$ cat config.mk
export PLATFORM = sky130hd
export DESIGN_NAME = led_pulse_stretcher
export DESIGN_NICKNAME = d
export VERILOG_FILES = /design/src/rtl/led_pulse_stretcher.sv
export SDC_FILE = /design/constraint.sdc
export NUM_CORES = 1
export LEC_CHECK = 0
export CORE_UTILIZATION = 36
export CTS_CLUSTER_SIZE = 14
export DETAILED_ROUTE_END_ITERATION = 10
export GPL_ROUTABILITY_DRIVEN = 0
export PLACE_DENSITY = 0.66
export SYNTH_ARGS = -nofsm -noshare
export SYNTH_HDL_FRONTEND = slang
export SYNTH_SLANG_ARGS = --single-unit
$ cat constraint.sdc
create_clock -name CLK50M -period 1.8 [get_ports CLK50M]
set_input_delay 0.27 -clock CLK50M [delete_from_list [all_inputs] [get_ports CLK50M]]
set_output_delay 0.27 -clock CLK50M [all_outputs]
set_load 0.02 [all_outputs]
$ cat src/rtl/led_pulse_stretcher.sv
// led_pulse_stretcher: turns short internal events into LED blinks that are
// long enough to see. A rising edge on event_in lights led_out for HOLD_CYCLES
// clocks, then forces it dark for GAP_CYCLES clocks before the next blink.
// Optional build macro: STRETCH_QUEUE_EN. When defined, edges that arrive
// while a blink is in progress are counted in pending_cnt (saturating) and
// replayed later as separate blinks. When undefined, those edges are dropped
// and pending_cnt is tied to zero.
module led_pulse_stretcher #(
    parameter int HOLD_CYCLES = 12_500_000,
    parameter int GAP_CYCLES  = 12_500_000,
    parameter int PEND_W      = 4
) (
    input  logic              CLK50M,
    input  logic              reset,
    input  logic              event_in,
    output logic              led_out,
    output logic              busy,
    output logic [PEND_W-1:0] pending_cnt
);

    localparam int MAX_CYCLES = (HOLD_CYCLES > GAP_CYCLES) ? HOLD_CYCLES : GAP_CYCLES;
    localparam int CNT_W      = $clog2(MAX_CYCLES + 1);

    localparam logic [CNT_W-1:0] HOLD_LOAD = CNT_W'(HOLD_CYCLES - 1);
    localparam logic [CNT_W-1:0] GAP_LOAD  = (GAP_CYCLES > 0) ? CNT_W'(GAP_CYCLES - 1)
                                                              : {CNT_W{1'b0}};
    localparam logic [CNT_W-1:0] CNT_ONE   = CNT_W'(1);

    typedef enum logic [1:0] {
        IDLE = 2'd0,
        ON   = 2'd1,
        GAP  = 2'd2
    } state_t;

    state_t           state;
    state_t           state_nxt;
    logic [CNT_W-1:0] cnt;
    logic [CNT_W-1:0] cnt_nxt;
    logic             led_nxt;
    logic             busy_nxt;
    logic             evt_q;
    logic             evt_rise;
    logic             blink_end;
    logic             replay;
    logic             have_pending;

    // Edge detect and end-of-blink decode shared by the FSM and the queue
    always_comb begin
        evt_rise  = event_in & ~evt_q;
        blink_end = 1'b0;
        if (state == GAP && cnt == '0) begin
            blink_end = 1'b1;
        end
        if (state == ON && cnt == '0 && GAP_CYCLES == 0) begin
            blink_end = 1'b1;
        end
    end

`ifdef STRETCH_QUEUE_EN
    logic [PEND_W-1:0] pend_q;
    logic [PEND_W-1:0] pend_nxt;
    logic              queue_inc;

    localparam logic [PEND_W-1:0] PEND_ONE = PEND_W'(1);
    localparam logic [PEND_W-1:0] PEND_MAX = {PEND_W{1'b1}};

    // An edge landing exactly on the end of a blink counts as queued, so it
    // can be replayed immediately even when the queue was empty
    always_comb begin
        have_pending = (pend_q != '0);
        replay       = blink_end & (have_pending | evt_rise);
        queue_inc    = evt_rise & (state != IDLE);
        pend_nxt     = pend_q;
        if (queue_inc && !replay) begin
            if (pend_q != PEND_MAX) begin
                pend_nxt = pend_q + PEND_ONE;
            end
        end else if (replay && !queue_inc) begin
            pend_nxt = pend_q - PEND_ONE;
        end
    end

    // Pending-event counter register, cleared by reset
    always_ff @(posedge CLK50M) begin
        if (reset) begin
            pend_q <= '0;
        end else begin
            pend_q <= pend_nxt;
        end
    end

    assign pending_cnt = pend_q;
`else
    // Without the queue nothing is ever replayed
    always_comb begin
        have_pending = 1'b0;
        replay       = 1'b0;
    end

    assign pending_cnt = '0;
`endif

    // Next-state logic: IDLE waits for an edge, ON and GAP count down to zero
    always_comb begin
        state_nxt = state;
        cnt_nxt   = cnt;
        led_nxt   = led_out;
        busy_nxt  = busy;
        case (state)
            IDLE: begin
                if (evt_rise) begin
                    state_nxt = ON;
                    cnt_nxt   = HOLD_LOAD;
                    led_nxt   = 1'b1;
                    busy_nxt  = 1'b1;
                end
            end
            ON: begin
                if (cnt != '0) begin
                    cnt_nxt = cnt - CNT_ONE;
                end else if (!blink_end) begin
                    state_nxt = GAP;
                    cnt_nxt   = GAP_LOAD;
                    led_nxt   = 1'b0;
                end else if (replay) begin
                    state_nxt = ON;
                    cnt_nxt   = HOLD_LOAD;
                    led_nxt   = 1'b1;
                end else begin
                    state_nxt = IDLE;
                    led_nxt   = 1'b0;
                    busy_nxt  = 1'b0;
                end
            end
            GAP: begin
                if (cnt != '0) begin
                    cnt_nxt = cnt - CNT_ONE;
                end else if (replay) begin
                    state_nxt = ON;
                    cnt_nxt   = HOLD_LOAD;
                    led_nxt   = 1'b1;
                end else begin
                    state_nxt = IDLE;
                    led_nxt   = 1'b0;
                    busy_nxt  = 1'b0;
                end
            end
            default: begin
                state_nxt = IDLE;
                cnt_nxt   = '0;
                led_nxt   = 1'b0;
                busy_nxt  = 1'b0;
            end
        endcase
    end

    // State register; evt_q loads 1 in reset so a level held through reset is not an edge
    always_ff @(posedge CLK50M) begin
        if (reset) begin
            state   <= IDLE;
            cnt     <= '0;
            led_out <= 1'b0;
            busy    <= 1'b0;
            evt_q   <= 1'b1;
        end else begin
            state   <= state_nxt;
            cnt     <= cnt_nxt;
            led_out <= led_nxt;
            busy    <= busy_nxt;
            evt_q   <= event_in;
        end
    end

endmodule

==> metrics <==
core area 5170 µm²; largest net degree at the start of global routing 17; Ant. Diodes 0; I/O pin total 9; Crit-path slowest cell or4_4; clock root cell clkbuf_8; largest area contributor in the netlist dfxtp_1; Final Non-Filler Cells 386; Starting Density 38.0%; drt via density 5.85; final antenna-violating net count 0; Util after Layout 61.2%; max_cap viols 0; register area share after synthesis 29.5%; CTS tree done; share of cells above drive strength 1 54.4%; outcome finished with violations; Synth async-reset ratio 0%; first-pass GRT wire length 10.7 mm; post-route setup slack -0.129 ns; CTS Sinks 29; critical path required time 1.97 ns; Slew Viols, Final 0; remaining global-route overflow 0; wire per inst 17.9 µm; area share of the largest cell type after synthesis 29.5%; worst-path fanout max 6; CP Class register to register; Routed WL 6.91 mm; Tmin final 1.93 ns; crit path launch type register; Hold/Removal Path Class register to register; CP arrival 2.10 ns; maximum clock rate 0.518 GHz; CTS max path bufs 2; Filler cells 405; Die Y 75.9 µm; Syn. warnings 0; Tcrit/Tclk final 107%; Mapped Cells 229; multi-input logic area 1570 µm²; Synth Flop Type dfxtp_1; top cells by area, synth dfxtp_1 (30%), a21oi_1 (4.3%), ha_1 (3.8%); PortBufs 4; die area 5760 µm²; critical path cell sequence or4_4 -> nor3_4 -> buf_6 -> buf_6 -> buf_6 -> a31oi_1 -> o21ai_1 -> a21oi_1; Post-DP HPWL 4.57 mm; Post-synth EDFFs 0; internal reg-to-reg setup slack -0.13 ns; pre-CTS setup slack -0.208 ns; Hold Violations, Final 0; number of remaining DRC errors 0; FP Rows 26; worst r2r path cells 8; Worst Clk Skew 0.00827 ns; GRT Total Usage 25.1%; CP dominant cell by count buf_6; DRT Pass-1 Iters 4; worst skew pair latency 0.29 ns; Syn Area/Cell 8.58 µm²; Clock transition at path regs 0.07 ns; vias in the first global route 2163; Final #Nets 324; final-report setup violation count 27; Max H-tree Level 2; unrepaired setup endpoints after global routing true; Cells after DPL 368; failing checks setup timing; die extent in x 75.9 µm; Hold Worst Slack 0.526 ns; CTS buffer count 5; 1st-iter DRT viols 196; Synth Register Bits 29; Distinct cells, synth 55; storage element area 591 µm²; initial antenna violation count 0; synthesis-to-layout area growth 61.1%; Vias 2257; Largest stage delay, worst path 0.55 ns; hold path depth 2; Critical Path Sink Type register; Synth Cell Area 1970 µm²
==> per-layer routing <==
layer	track usage (%)	part of all wire [%]	wire, µm
met3	3.70	6.4	442
met5	0	0	0
met1	32.0	43	2940
met4	11.7	2.2	152
met2	41.7	49	3380
==> cells in the final DEF (no fill, tap or decap), types with 4 or more instances in the layout <==
master / count
a21oi_1: 9
dfxtp_1: 21
nor4_1: 4
buf_4: 77
nand2_1: 8
o22ai_1: 5
inv_1: 4
clkbuf_8: 6
nor2_2: 4
buf_6: 12
nand2b_1: 5
dfxtp_2: 8
nor2_1: 7
o31ai_1: 6
nor3_1: 9
a31oi_1: 6
a22o_1: 7
or3_1: 4
nand4_1: 5
o22ai_2: 4
clkdlybuf4s50_1: 4
a21oi_2: 9
or4_4: 7
conb_1: 4
o21ai_0: 6
==> worst paths after layout <==
kind / start / end
min reg2reg: led_out / led_out
max: cnt[19] / state[0]
min: led_out / led_out
max reg2reg: cnt[19] / state[0]
==> worst max-delay path: cells and delay by family, from the launching register on <==
family                 cells  cell delay (ns)
AND/OR/NAND/NOR            2             0.76
AO/OA/AOI/OAI              3             0.35
flip-flops                 1             0.35
buffers and inverters      3             0.35
==> state kept, by name (all words and copies together) (netlist names) <==
signal	flops
busy	1
cnt	24
evt_q	1
led_out	1
state	2
==> kinds of logic (layout without fill, tap and decap cells) <==
logic type,after synthesis,count (layout),synth area share [%]
compound gates,83,83,30.9
other cells,1,4,0.191
flops,29,29,29.5
buf+inv,25,109,6.75
xor+xnor,1,1,0.446
simple gates,84,84,28.4
fa+ha+maj,6,6,3.82
==> timing repair <==
action,in CTS,in global routing
resized for setup,54,23
buffers inserted,5,5
endpoints found under the setup margin,28,28
pin swaps,23,11
hold buffers,0,0
==> stage by stage <==
step | cell area, µm² | TNS [ns]
6_report | 3170 | -2.29
5_1_grt | 3170 | -3.74
4_1_cts | 3020 | -0.782
3_5_place_dp | 2650 | -3.60
3_3_place_gp | 2650 | -2.86
2_1_floorplan | 2010 | -0.0854
==> final cells by class <==
type / instances / area share, %
Sequential cell: 29 / 18.6
Multi-Input combinational cell: 178 / 49.7
Clock inverter: 1 / 0.948
Inverter: 7 / 0.830
Timing Repair Buffer: 94 / 24.4
Clock buffer: 7 / 2.73
Tap cell: 70 / 2.77
==> Yosys cell counts, types with 2 or more instances <==
cell,count
dfxtp_1,29
a21oi_1,17
nor3_1,12
nor2_1,11
o21ai_0,11
clkbuf_1,9
o22ai_1,9
nand2_1,8
a22o_1,7
a31oi_1,7
inv_1,7
o31ai_1,7
or4_1,7
buf_4,6
ha_1,6
nand2b_1,6
nand3_1,6
nand4_1,5
nor4_1,5
or3_1,4
a211oi_1,3
o2bb2ai_1,3
or2_2,3
a221o_1,2
and3_1,2
and4_1,2
buf_6,2
nor3_4,2
nor4_4,2
o21ai_4,2
o221a_1,2
o41ai_1,2
Power is not shown: default switching activity piles up to over one toggle a cycle in this logic, so the estimate is an artifact.
